<file path="src/rtl/mp_rcv_det_lane_arb.sv">
`default_nettype none
// ============================================================================
//  Module   : mp_rcv_det_lane_arb
//  Purpose  : Round-robin arbiter sharing one PMA receiver-detect engine
//             across NUM_LANES PIPE lanes, with req/done handshake and timeout.
//  Revision : 1.0  initial release
// ============================================================================
module mp_rcv_det_lane_arb #(
  parameter int NUM_LANES = 4,
  parameter int TMO_W     = 16
) (
  input  logic                         pipe_clk,
  input  logic                         pipe_rst_n,
  input  logic                         cfg_en,
  input  logic [TMO_W-1:0]             cfg_tmo_cnt,
  input  logic [NUM_LANES-1:0]         lane_req,
  output logic [NUM_LANES-1:0]         lane_ack,
  output logic [NUM_LANES-1:0]         lane_det,
  output logic                         det_req,
  output logic [$clog2(NUM_LANES)-1:0] det_lane_sel,
  input  logic                         det_done,
  input  logic                         det_result,
  output logic                         det_tmo_err,
  output logic                         busy
);

  localparam int SEL_W = $clog2(NUM_LANES);
  localparam logic [SEL_W:0] NL = NUM_LANES[SEL_W:0];

  typedef enum logic [1:0] {
    ST_IDLE = 2'd0,
    ST_REQ  = 2'd1,
    ST_REL  = 2'd2
  } state_t;

  state_t                 state_q, state_d;
  logic [SEL_W-1:0]       rr_ptr_q, rr_ptr_d;
  logic [SEL_W-1:0]       sel_q, sel_d;
  logic                   det_req_q, det_req_d;
  logic [TMO_W-1:0]       tmo_cnt_q, tmo_cnt_d;
  logic                   tmo_en_q, tmo_en_d;
  logic [NUM_LANES-1:0]   lane_ack_q, lane_ack_d;
  logic [NUM_LANES-1:0]   lane_det_q, lane_det_d;
  logic                   tmo_err_q, tmo_err_d;

  logic                   gnt_vld;
  logic [SEL_W-1:0]       gnt_idx;
  logic [SEL_W:0]         idx_sum;
  logic [SEL_W:0]         nxt_ptr;

  // First requesting lane at or after rr_ptr, wrapping past the top lane.
  always_comb begin
    gnt_vld = 1'b0;
    gnt_idx = '0;
    idx_sum = '0;
    for (int i = 0; i < NUM_LANES; i++) begin
      idx_sum = {1'b0, rr_ptr_q} + (SEL_W+1)'(i);
      if (idx_sum >= NL) idx_sum = idx_sum - NL;
      if (!gnt_vld && lane_req[idx_sum[SEL_W-1:0]]) begin
        gnt_vld = 1'b1;
        gnt_idx = idx_sum[SEL_W-1:0];
      end
    end
  end

  always_comb begin
    nxt_ptr = {1'b0, sel_q} + 1'b1;
    if (nxt_ptr >= NL) nxt_ptr = '0;
  end

  always_comb begin
    state_d    = state_q;
    rr_ptr_d   = rr_ptr_q;
    sel_d      = sel_q;
    det_req_d  = det_req_q;
    tmo_cnt_d  = tmo_cnt_q;
    tmo_en_d   = tmo_en_q;
    lane_ack_d = '0;
    lane_det_d = '0;
    tmo_err_d  = 1'b0;
    case (state_q)
      ST_IDLE: begin
        // A done still high from the previous op must clear before a new grant.
        if (cfg_en && gnt_vld && !det_done) begin
          sel_d     = gnt_idx;
          det_req_d = 1'b1;
          tmo_cnt_d = cfg_tmo_cnt;
          tmo_en_d  = |cfg_tmo_cnt;
          state_d   = ST_REQ;
        end
      end
      ST_REQ: begin
        if (det_done) begin
          det_req_d         = 1'b0;
          lane_ack_d[sel_q] = lane_req[sel_q];
          lane_det_d[sel_q] = lane_req[sel_q] & det_result;
          state_d           = ST_REL;
        end else if (tmo_en_q && (tmo_cnt_q == '0)) begin
          det_req_d         = 1'b0;
          lane_ack_d[sel_q] = lane_req[sel_q];
          tmo_err_d         = 1'b1;
          state_d           = ST_REL;
        end else if (tmo_en_q) begin
          tmo_cnt_d = tmo_cnt_q - 1'b1;
        end
      end
      ST_REL: begin
        if (!det_done) begin
          rr_ptr_d = nxt_ptr[SEL_W-1:0];
          state_d  = ST_IDLE;
        end
      end
      default: state_d = ST_IDLE;
    endcase
  end

  always_ff @(posedge pipe_clk or negedge pipe_rst_n) begin
    if (!pipe_rst_n) begin
      state_q    <= ST_IDLE;
      rr_ptr_q   <= '0;
      sel_q      <= '0;
      det_req_q  <= 1'b0;
      tmo_cnt_q  <= '0;
      tmo_en_q   <= 1'b0;
      lane_ack_q <= '0;
      lane_det_q <= '0;
      tmo_err_q  <= 1'b0;
    end else begin
      state_q    <= state_d;
      rr_ptr_q   <= rr_ptr_d;
      sel_q      <= sel_d;
      det_req_q  <= det_req_d;
      tmo_cnt_q  <= tmo_cnt_d;
      tmo_en_q   <= tmo_en_d;
      lane_ack_q <= lane_ack_d;
      lane_det_q <= lane_det_d;
      tmo_err_q  <= tmo_err_d;
    end
  end

  assign lane_ack     = lane_ack_q;
  assign lane_det     = lane_det_q;
  assign det_req      = det_req_q;
  assign det_lane_sel = sel_q;
  assign det_tmo_err  = tmo_err_q;
  assign busy         = (state_q != ST_IDLE);

endmodule
`default_nettype wire
</file>
<file path="config.mk">
export PLATFORM = sky130hd
export DESIGN_NAME = mp_rcv_det_lane_arb
export DESIGN_NICKNAME = d
export VERILOG_FILES = /design/src/rtl/mp_rcv_det_lane_arb.sv
export SDC_FILE = /design/constraint.sdc
export NUM_CORES = 1
export LEC_CHECK = 0
export BUFFER_PORTS_ARGS = -buffer_cell sky130_fd_sc_hd__buf_2
export CAP_MARGIN = 20
export CORE_MARGIN = 10
export CORE_UTILIZATION = 50
export DETAILED_ROUTE_END_ITERATION = 7
export PLACE_DENSITY = 0.74
export SLEW_MARGIN = 20
export SYNTH_ARGS = -nofsm -noshare
export SYNTH_HDL_FRONTEND = slang
export SYNTH_SLANG_ARGS = --single-unit
</file>
<file path="constraint.sdc">
create_clock -name pipe_clk -period 4.4 [get_ports pipe_clk]
set_input_delay 0.66 -clock pipe_clk [delete_from_list [all_inputs] [get_ports pipe_clk]]
set_output_delay 0.66 -clock pipe_clk [all_outputs]
set_load 0.1 [all_outputs]
</file>
# Word level (Yosys, flattened, before mapping)
# Index checks and enable logic that the tools add are counted.
# word_totals
register_bits	33
input_bits	25
out_inout_bits	13
elab_cells	109
# op_classes
n_addsub	9
order_cmp	11
n_eq_ne	8
muxes	47
bitwise_logic	4
n_reduce_logical	21
# ops
operator	count
two-way mux 16 bit	4
one-hot mux 16 bit (2 select lines)	1
two-way mux 2 bit	13
two-way mux 4 bit	5
zero test 16 bit	1
two-way mux 1 bit	16
OR reduction 16 bit	1
subtractor 16 x 1 -> 16 bit, second input constant	1
< comparator 2 x 3 -> 1 bit, second input constant	5
>= comparator 3 bit, second input constant	4
binary-select mux 1 bit (select 2 bit)	5
inequality test 2 bit, second input constant	5
AND 4 bit	2
subtractor 2 x 1 -> 2 bit, second input constant	4
logical AND 1 bit	7
adder 2 x 1 -> 3 bit, second input constant	2
adder 2 x 2 -> 3 bit, second input constant	2
one-hot mux 2 bit (3 select lines)	1
AND reduction 3 bit	2
AND reduction 5 bit	1
zero test 1 bit	4
AND reduction 2 bit	2
nonzero test 2 bit	2
>= comparator 2 x 3 -> 1 bit, second input constant	1
9 further kinds	9

# Longest topological paths before layout
# Gate-level depths: netlist (run 1).
# logic_depth
ltp_word	18
ltp_mapped	8
mapped_depth_nobuf	7

# Least setup slack after synthesis (run 1)
# OpenSTA, ideal clock, no wires.
# synth_path
path_type	reg2reg
start	register tmo_cnt_q[9]
end	register tmo_cnt_q[2]
t_arrival_ns	2.156
t_required_ns	4.279
setup_slack_ns	2.123
path_stages_with_launch	8
n_path_buf	2
period_less_slack_ns	2.277
cell_sequence	dfrtp_1 > or4_4 > or4_1 > buf_2 > a311oi_4 > buf_6 > nor2_1 > o22a_1
# synth_via
elab_chain_len	4
# synth_lines
item	line	source
from (decl)	40	logic [TMO_W-1:0] tmo_cnt_q, tmo_cnt_d;
from (signal assigned)	133	tmo_cnt_q <= tmo_cnt_d;
zero test 16 bit	98	end else if (tmo_en_q && (tmo_cnt_q == '0)) begin
logical AND 1 bit	98	
inequality test 2 bit (no line)	-	
AND reduction 5 bit (no line)	-	
# No other way between the ends.
# A chain may end at the register's enable or synchronous reset.

# Final worst setup path (run 1)
# layout_path
start	register tmo_cnt_q[9]
end	register tmo_cnt_q[4]
# The elaborated chain is that of the path after synthesis.

==> impl_results.md, run 1 <==
- Adder-cell share of the synthesized area: 3.95%
- Worst-case headroom to the max-slew limit: between 30% and 40%
- Max capacitance violation total: 0
- Clock Skew: 14.5 ps
- Post-synthesis instance area: 0.00190 sq mm
- Req. time, crit path: between 4000 and 5000 ps
- Number of sinks handled by clock tree synthesis: 33
- Post-layout nets: ~270
- Global-route wire length before repair: 7200 microns
- Violation count after the first detailed-route iteration: 105
- Type of the worst setup path: reg -> reg
- Time the final worst path needs with I/O delays and setup: about 2700 ps
- Number of gates resized after cts: 0
- Post-synthesis compound-gate area fraction: 23.5%
- Maximum level of the CTS H-tree: 2
- Antenna violations before repair: 0
- Crit path max-delay cell type: or4_1
- Total core area: 0.00366 sq mm
- Final setup viols: 0
- Dominant combinational cell family by area after synthesis: compound AO/OA/AOI/OAI gates
- Clock tree buffer depth: 2
- Weighted congestion reported at the end of routability-driven placement: slightly below 0.8
- Total half-perimeter wirelength after legalization and detailed placement: 3110 microns
- LEAKAGE: between 0.9 and 1 nW
- Asr flop ratio synth: 100%
- Diode count: 0
- Distinct cell type count after synthesis: 48
- Period utilisation layout: 60.8%
- Setup_tns: 0 ps
- X dimension of the die: 81.6 microns
- Cell-by-cell trace of the critical path: or4_4, or4_1, a311oi_4, buf_6, nor2_1, o22a_1
- Max IR drop VDD: 0.000288 V
- Area of combinational cells with multiple inputs: 990 sq um
- Kind of start point of the critical path: flop
- Part of the Yosys area used for sequential elements: between 40% and 50%
- Overall global routing resource usage: 13.4%
- Number of buffers inserted for hold repair after clock tree synthesis: 0
- Max Freq: about 370 MHz
- Outcome: finished, final reports clean
- Actual transition at the worst max-transition pin: roughly 940 ps
- Final Routed Wirelength: 4400 microns
- Number of global-route vias before repair: 1,504
- Sequential cell area in the final layout: 826 sq um
- First-pass DRT Iterations: 4
- Slowest Stage Delay on Critical Path: between 500 and 600 ps
- Launch point of the worst reg-to-reg path: tmo_cnt_q[9]$_DFFE_PN0P_
- Kind of end point of the critical path: flop
- Post-synth net total: roughly 230
- TritonCTS buffer count: 5
- Per-instance average area after synthesis: 9.50 sq um
- Initial Utilization: 51.9%
- Global-route congestion overflow total: 0
- Root Buffer Master: clkbuf_8
- Clock network latency to the later pin of the worst-skew pair: 290 ps
- Clock Pin Slew Worst Setup and Hold Paths: 80 ps
- Number of enable flip-flop cells after synthesis: 0
- Antenna viol nets, final: 0
- I/O pin total: 38
- Number of endpoints with negative hold slack in the final report: 0
- Average wire length per cell after detail routing: 15.3 microns
- Number of cells produced by synthesis: 200
- Syn. warnings: 0
- Total via count after detailed routing: 1,598
- Buffers inserted by post-CTS timing repair: 0
- Post-layout util: 60.6%
- DIE HEIGHT: 81.6 microns
- Total of buffers placed on input and output ports: 37
- Layout cell share with drive strength beyond 1: between 20% and 30%
- Final-layout worst hold slack: approximately 430 ps
- Hold WC Path Type: in -> async
- Most frequently used flop master after synthesis: dfrtp_1
- Reg2Reg Capture Point: tmo_cnt_q[4]$_DFFE_PN0P_
- Data arrival time of the worst path: 2850 ps
- XOR/XNOR Fraction of Synth Area: 0%
- Most common cell after layout, fill and taps aside: buf_2
- Post-route DRC violation count: 0
- Mux share of post-synthesis cell area: ~2.3%
- CP max FO: 22
- Top library cells by usage in the layout, fill and taps aside: buf_2, dfrtp_1, nor2_1
- Synth-to-layout area growth: 16.8%
- R2R depth: 6
- Maximum number of pins on one net before global-route repair: 38
- Seq cells post-synth: 33
- Worst setup slack for register-to-register paths: 1730 ps
- Total Die Area: 0.00666 sq mm
- Setup repair after global routing missed its margin: no
- Number of pins with negative max-slew slack in the final report: 0
- CTS tree: built
- Number of inserted filler cells in the final layout: 323
- Synthesized-area fraction occupied by and/or/nand/nor cells: 22.3%
- Ratio of routed vias to standard cells: around 5.6
- Total power divided by cell area: 595 mW/mm^2
- Standard-cell rows: 22
-- metal layers --
metal | track usage (%) | routed length (microns)
met5 | 0 | 0
met4 | 3.91 | 32
met3 | 4.48 | 254
met2 | 20.2 | 2050
met1 | 17.8 | 2060
-- report_power, final --
part           switching [mW]  internal [mW]
clock                   0.113          0.141
sequential              0.111          0.402
combinational           0.362          0.191
-- sequential cells by signal, summed over array words and instances (netlist names) --
register	cells
state_q	2
lane_det	4
lane_ack	4
det_lane_sel	2
tmo_cnt_q	16
det_tmo_err	1
tmo_en_q	1
det_req	1
rr_ptr_q	2
-- layout make-up --
cell class | count | share of cell area (%)
Inverter | 6 | 1.02
Clock inverter | 1 | 0.226
Timing Repair Buffer | 41 | 9.87
Clock buffer | 7 | 4.34
Sequential cell | 33 | 37.2
Tap cell | 48 | 2.71
Multi-Input combinational cell | 151 | 44.6
-- metrics by stage --
| step | worst slack (ps) | power (mW) | instances | area (sq um) |
|---|---|---|---|---|
| CTS | 1410 | 1.31 | 286 | 2210 |
| floorplan | 2120 | 0.943 | 200 | 1900 |
| global route | 1610 | 1.41 | 287 | 2220 |
| finish | 1730 | 1.32 | 287 | 2220 |
| global placement | 1490 | 1.05 | 278 | 2110 |
| detailed placement | 1410 | 1.06 | 278 | 2110 |
-- cells by family (layout without fill, tap and decap cells) --
| group | after synthesis | after routing |
|---|---|---|
| adders and majority gates | 6 | 6 |
| and+or+nand+nor | 78 | 78 |
| muxes | 3 | 3 |
| AOI/OAI and AO/OA | 64 | 64 |
| buffers and inverters | 16 | 55 |
| DFF | 33 | 33 |
-- cells in the mapped netlist (2+ instances only) --
cell type	count	area, sq um
a21oi_1	12	60.1
a22oi_1	4	30.0
a31oi_1	3	18.8
and2_1	9	56.3
clkbuf_1	5	18.8
dfrtp_1	33	826
ha_1	6	75.1
inv_1	6	22.5
nand2_1	10	37.5
nand2b_1	6	37.5
nor2_1	21	78.8
nor3_1	8	40.0
nor3b_1	2	15.0
nor4_1	10	62.6
o21ai_0	15	75.1
o21ai_1	5	25.0
o21bai_1	3	22.5
o22a_1	2	17.5
o2bb2ai_1	6	52.6
o31a_1	2	17.5
o41a_1	3	33.8
or2_2	2	12.5
or4_1	2	15.0
-- worst max path at each step --
stage	slack, ps	to	cells after the start	from
detailed placement	1410	tmo_cnt_q[4]$_DFFE_PN0P_	5	tmo_cnt_q[9]$_DFFE_PN0P_
floorplan	2120	tmo_cnt_q[2]$_DFFE_PN0P_	7	tmo_cnt_q[9]$_DFFE_PN0P_
global route	1610	tmo_cnt_q[11]$_DFFE_PN0P_	6	tmo_cnt_q[7]$_DFFE_PN0P_
CTS	1410	tmo_cnt_q[4]$_DFFE_PN0P_	5	tmo_cnt_q[9]$_DFFE_PN0P_
global placement	1490	tmo_cnt_q[4]$_DFFE_PN0P_	5	tmo_cnt_q[9]$_DFFE_PN0P_
finish	1730	tmo_cnt_q[4]$_DFFE_PN0P_	6	tmo_cnt_q[9]$_DFFE_PN0P_
-- worst max-delay path, delay by kind of cell, from the launching register on --
family	cells	cell delay, ps
simple gates	3	1210
compound gates	2	680
flops	1	400
buf+inv	1	260
Power figures use the tool's default switching activity.
==> run 2, diff against run 1 <==
Settings changed: ABC_AREA set to 1, PLACE_DENSITY 0.74 to 0.75.
Clock period 4.4 ns to 2.39 ns, I/O delays scaled along.
==> impl_results.md, run 2 <==
- First-pass DRT Iterations: 4
- Setup_tns: 0 ps
- Global-route wire length before repair: 9850 microns
- Max capacitance violation total: 0
- Layout cell share with drive strength beyond 1: 15.6%
- Worst-case headroom to the max-slew limit: 49.9%
- Period utilisation layout: between 80 and 90%
- Root Buffer Master: clkbuf_8
- Crit path max-delay cell type: dfrtp_1
- Antenna violations before repair: 0
- Data arrival time of the worst path: 2190 ps
- Kind of start point of the critical path: flop
- Cell types with the largest area share after synthesis: dfrtp_1, nand2_1, nand3_1, inv_1, nor2_1
- Total Die Area: 0.00759 sq mm
- Post-synthesis instance area: 0.00225 sq mm
- Per-instance average area after synthesis: roughly 6.6 sq um
- Library cell with the highest instance count after synthesis: nand2_1
- Clock network latency to the later pin of the worst-skew pair: ~290 ps
- Clock Skew: ~3.8 ps
- Maximum level of the CTS H-tree: 2
- Number of buffers inserted for hold repair after clock tree synthesis: 0
- Syn. warnings: 0
- Max FFs per register: 16
- Post-layout util: ~59%
- Launch point of the worst reg-to-reg path: rr_ptr_q[0]$_DFFE_PN0P_
- Asr flop ratio synth: 100%
- Outcome: finished, final reports clean
- Total via count after detailed routing: 2,255
- Seq cells post-synth: 33
- Total half-perimeter wirelength after legalization and detailed placement: 4260 microns
- Number of sinks handled by clock tree synthesis: 33
- Number of pins with negative max-slew slack in the final report: 0
- Time the final worst path needs with I/O delays and setup: 2010 ps
- Cell-by-cell trace of the critical path: inv_2, nand2_1, nand2_2, nand2_1, nand2_1, nor2_4, nand3_2, nand2_4, nand2_4, nand2_1, nand2_1
- TritonCTS buffer count: 5
- Part of the Yosys area used for sequential elements: 36.6%
- Largest Register: tmo_cnt_q
- DIE HEIGHT: around 87 microns
- Number of gates resized after cts: 0
- Kind of end point of the critical path: flop
- Clock Pin Slew Worst Setup and Hold Paths: 70 ps
- CP max FO: 24
- Global-route congestion overflow total: 0
- Post-route DRC violation count: 0
- Actual transition at the worst max-transition pin: 751 ps
- Type of the worst setup path: reg -> reg
- Average wire length per cell after detail routing: 13.3 microns
- Diode count: 0
- Weighted congestion reported at the end of routability-driven placement: 0.835
- Worst setup slack for register-to-register paths: 380 ps
- Slowest Stage Delay on Critical Path: 600 ps
- Number of global-route vias before repair: 2,187
- Dominant delay contributor by cell family on the critical path: simple AND/OR/NAND/NOR gates
- Count of placed standard cells in the final layout, fillers left out: 430
- Overall global routing resource usage: between 10% and 20%
- CTS tree: built
- Number of enable flip-flop cells after synthesis: 0
- Bufs and invs on worst path: 1
- Number of endpoints with negative hold slack in the final report: 0
- Max Freq: slightly below 500 MHz
- Req. time, crit path: 2560 ps
- Final setup viols: 0
- Synth-to-layout area growth: 14.3%
- Post-synth net total: 370
- Buffers inserted by post-CTS timing repair: 0
- Cell type contributing the most total cell area after synthesis: dfrtp_1
- Hold WC Path Type: in -> async
- Setup repair after global routing missed its margin: no
- R2R depth: 11
- Most frequently used flop master after synthesis: dfrtp_1
- Top library cells by usage in the layout, fill and taps aside: nand2_1, nand3_1, buf_2
- Most instantiated cells after synthesis: nand2_1, nand3_1, inv_1
- Violation count after the first detailed-route iteration: 141
- Final Routed Wirelength: 5720 microns
- Maximum number of pins on one net before global-route repair: 34
- Distinct cell type count after synthesis: 27
- Total core area: 0.00435 sq mm
- I/O pin total: 38
- Initial Utilization: between 50% and 60%
- Reg2Reg Capture Point: tmo_cnt_q[7]$_DFFE_PN0P_
- Proportion of netlist area held by the largest area contributor: 36.6%
- Total power divided by cell area: 1340 mW/mm^2
- Most common cell after layout, fill and taps aside: nand2_1
- Clock tree buffer depth: 2
- Post-layout nets: slightly above 400
- Total of buffers placed on input and output ports: 37
- Ratio of routed vias to standard cells: 5.24
- Crit-path most repeated cell: nand2_1
- Placed Cells: around 420
- Max IR drop VDD: 0.000810 V
- LEAKAGE: 1.44 nW
- Antenna viol nets, final: 0
- Standard-cell rows: 24
- X dimension of the die: between 80 and 90 microns
- Number of cells produced by synthesis: between 300 and 400
[run 2: cell count changes in the layout (fill, tap and decap cells not counted), sizes merged, moves of 4 or more]
cell	previous run	this run
inv	6	37
and2	9	0
nand2b	6	0
o2bb2ai	6	0
nor2	21	30
nand3	1	42
nand2	10	133
a22oi	4	0
a21oi	12	3
[run 2: how the worst max path moves through the flow]
stage                            start                        end  slack [ps]  depth (start not counted)
2_1_floorplan   state_q[1]$_DFFE_PN0P_   tmo_cnt_q[5]$_DFFE_PN0P_         440                          6
3_3_place_gp   rr_ptr_q[0]$_DFFE_PN0P_  tmo_cnt_q[12]$_DFFE_PN0P_         450                          9
3_5_place_dp   rr_ptr_q[0]$_DFFE_PN0P_   tmo_cnt_q[9]$_DFFE_PN0P_         410                         11
4_1_cts        rr_ptr_q[0]$_DFFE_PN0P_   tmo_cnt_q[9]$_DFFE_PN0P_         390                         11
5_1_grt        rr_ptr_q[0]$_DFFE_PN0P_  tmo_cnt_q[10]$_DFFE_PN0P_         170                         11
6_report       rr_ptr_q[0]$_DFFE_PN0P_   tmo_cnt_q[7]$_DFFE_PN0P_         380                         11
[run 2: layer usage]
layer	wire length [microns]	vias to the layer above	global-route usage, %	part of all wire (%)
li1	-	1163	-	-
met2	2650	68	25.4	46
met4	125	0	7.10	2.2
met3	371	11	3.93	6.5
met1	2580	1013	19.5	45
met5	0	-	0	0
[run 2: logic make-up (layout without fill, tap and decap cells)]
| logic type | after synthesis | count (layout) | share of synthesized area, % |
|---|---|---|---|
| compound gates | 27 | 27 | 6.33 |
| flops | 33 | 33 | 36.6 |
| xor+xnor | 3 | 3 | 1.17 |
| fa+ha+maj | 6 | 6 | 3.33 |
| simple gates | 224 | 224 | 43.5 |
| buf+inv | 46 | 85 | 8.99 |
[run 2: final cells by class]
cell class / instances / area (sq um)
sequential: 33 / 826
fill: 433 / 1780
clock buffer: 7 / 86.3
timing repair buffer: 39 / 200
clock inverter: 1 / 30.0
inverter: 38 / 143
multi-input combinational: 260 / 1220
tap: 52 / 65.1
[run 2: stage by stage]
stage	setup WS, ps	hold WS (ps)	instance area (sq um)	power [mW]
6_report	377	139	2570	3.45
5_1_grt	169	193	2570	3.78
4_1_cts	389	159	2570	3.45
3_5_place_dp	409	472	2460	2.89
3_3_place_gp	451	460	2460	2.85
2_1_floorplan	440	62.9	2250	2.52
[run 2: power breakdown]
group	internal (mW)	total, mW	switching, mW
registers	0.755	0.980	0.225
clock network	0.340	0.544	0.204
logic	0.551	1.92	1.37
==> run 3, diff against run 2 <==
Settings changed: PLACE_DENSITY 0.75 to 0.72.
Clock period 2.39 ns to 1.96 ns, I/O delays scaled along.
==> impl_results.md, run 3 (same netlist as run 2, synthesis figures left out) <==
- Outcome: finished, final reports clean
- Switching pwr: between 2 and 2.5 mW
- Final design instance area without fill: 0.00261 sq mm
- Count of placed standard cells in the final layout, fillers left out: 434
- Type of the worst setup path: reg -> reg
- Clock Skew: 4.23 ps
- Placed cell areas: 0.00249 sq mm
- PnR Total Power: roughly 4.3 mW
- Initial Utilization: 51.8%
- Req. time, crit path: between 2000 and 2500 ps
- Crit-path most repeated cell: nand2_1
- Standard-cell rows: 24
- Worst-case headroom to the max-slew limit: between 50% and 60%
- Total Die Area: 0.00759 sq mm
- Final-layout worst hold slack: 56.4 ps
- Average wire length per cell after detail routing: about 13 microns
- Overall global routing resource usage: 16.0%
- Max FFs per register: 16
- Number of global-route vias before repair: between 2,000 and 2,500
- Pint: between 2 and 2.5 mW
- Data arrival time of the worst path: roughly 2000 ps
- Sequential cell area in the final layout: slightly above 800 sq um
- Largest Register: tmo_cnt_q
- Post-route DRC violation count: 0
- Layout cell share with drive strength beyond 1: 17.3%
- Antenna violations before repair: 0
- Ratio of routed vias to standard cells: ~5.1
- Clock Pin Slew Worst Setup and Hold Paths: 80 ps
- Dominant delay contributor by cell family on the critical path: simple AND/OR/NAND/NOR gates
- Global-route congestion overflow total: 0
- Area of combinational cells with multiple inputs: about 0.0012 sq mm
- Relative contribution of sequential cells to total power: between 20% and 30%
- Total power divided by cell area: about 1600 mW/mm^2
- CTS tree: built
- LEAKAGE: about 1.5 nW
- Number of sinks handled by clock tree synthesis: 33
- Antenna viol nets, final: 0
- Violation count after the first detailed-route iteration: 143
- Final setup viols: 0
- Max IR drop VDD: about 0.0011 V
- Bufs and invs on worst path: 2
- X dimension of the die: 87.1 microns
- Global-route wire length before repair: 9840 microns
- Total half-perimeter wirelength after legalization and detailed placement: about 4200 microns
- Time the final worst path needs with I/O delays and setup: ~1700 ps
- Slowest Stage Delay on Critical Path: 490 ps
- Maximum number of pins on one net before global-route repair: 34
- Number of inserted filler cells in the final layout: 415
- Synth-to-layout area growth: 15.8%
- Clock Power Share: 15.8%
- Post-layout nets: 412
- CP max FO: 15
- TritonCTS buffer count: 5
- Buffers inserted by post-CTS timing repair: 0
- Top library cells by usage in the layout, fill and taps aside: nand2_1, nand3_1, buf_2
- Actual transition at the worst max-transition pin: 748 ps
- Kind of start point of the critical path: flop
- Final Routed Wirelength: about 5600 microns
- Total via count after detailed routing: 2,192
- Net Sw Frac: 52.5%
- Placed Cells: 426
- Setup slack after layout: 219 ps
- Worst setup slack for register-to-register paths: ~220 ps
- Share of power burned in combinational logic: 56.1%
- Root Buffer Master: clkbuf_8
- Number of pins with negative max-slew slack in the final report: 0
- I/O pin total: 38
- Kind of end point of the critical path: flop
- Cell-by-cell trace of the critical path: inv_2, nand2_1, nand2_2, nand2_1, nand2_1, nor2_4, nand3_2, nand2_4, buf_4, nand3_1, nand2_1
- Place WS: 104 ps
- Diode count: 0
- Max capacitance violation total: 0
- Hold WC Path Type: in -> async
- Weighted congestion reported at the end of routability-driven placement: 0.858
- DIE HEIGHT: 87.1 microns
- Setup_tns: 0 ps
- Maximum level of the CTS H-tree: 2
- First-pass DRT Iterations: 4
- Max Freq: 575 MHz
- Period utilisation layout: 88.8%
- Number of endpoints with negative hold slack in the final report: 0
- Clock tree buffer depth: 2
- Post-layout util: 59.9%
- Crit path max-delay cell type: dfrtp_2
- Setup repair after global routing missed its margin: no
- Clock network latency to the later pin of the worst-skew pair: 300 ps
- Total core area: approximately 0.0044 sq mm
- Most common cell after layout, fill and taps aside: nand2_1
- Total of buffers placed on input and output ports: 37
==> run 3: layer usage <==
layer	vias up	global-route usage, %	routed length (microns)	share of wire, %
met4	0	6.09	90	1.6
li1	1171	-	-	-
met2	46	24.8	2500	45
met3	7	3.84	343	6.1
met1	968	21.0	2660	48
met5	-	0	0	0
==> run 3: what timing repair did <==
item,4_1_cts,5_1_grt
hold buffers,0,0
endpoints found under the setup margin,0,17
resized for setup,0,2
==> run 3: layout make-up <==
class | count | area share, %
flip-flops and latches | 33 | 31.7
multi-input cells | 260 | 47.1
inverters | 38 | 5.47
repair buffers | 43 | 8.82
well taps | 52 | 2.49
clock buffers | 5 | 2.64
clock inverters | 3 | 1.77
==> run 3: final timing paths <==
check,from,end,cells after the start
max in group asynchronous,pipe_rst_n,rr_ptr_q[0]$_DFFE_PN0P_,1
setup / recovery,rr_ptr_q[0]$_DFFE_PN0P_,tmo_cnt_q[12]$_DFFE_PN0P_,11
min in group pipe_clk,det_done,det_tmo_err$_DFF_PN0_,2
hold reg to reg,tmo_en_q$_DFFE_PN0P_,tmo_en_q$_DFFE_PN0P_,2
setup reg to reg,rr_ptr_q[0]$_DFFE_PN0P_,tmo_cnt_q[12]$_DFFE_PN0P_,11
hold / removal,pipe_rst_n,lane_ack[1]$_DFF_PN0_,1
==> run 3: power by group through the flow <==
stage / clock [mW] / combinational [mW] / sequential [mW]
after CTS: 0.670 / 2.38 / 1.19
final: 0.670 / 2.38 / 1.20
after global placement: 0 / 2.32 / 1.20
after detailed placement: 0 / 2.36 / 1.19
after floorplan: 0 / 1.69 / 1.38
after global routing: 0.708 / 2.71 / 1.23
==> run 3: worst register-to-register path, cell delays in order, from the launching register on <==
cell and delay (ps):
dfrtp_2 490, inv_2 100, nand2_1 80, nand2_2 80, nand2_1 60, nand2_1 100
nor2_4 140, nand3_2 100, nand2_4 130, buf_4 220, nand3_1 90, nand2_1 80
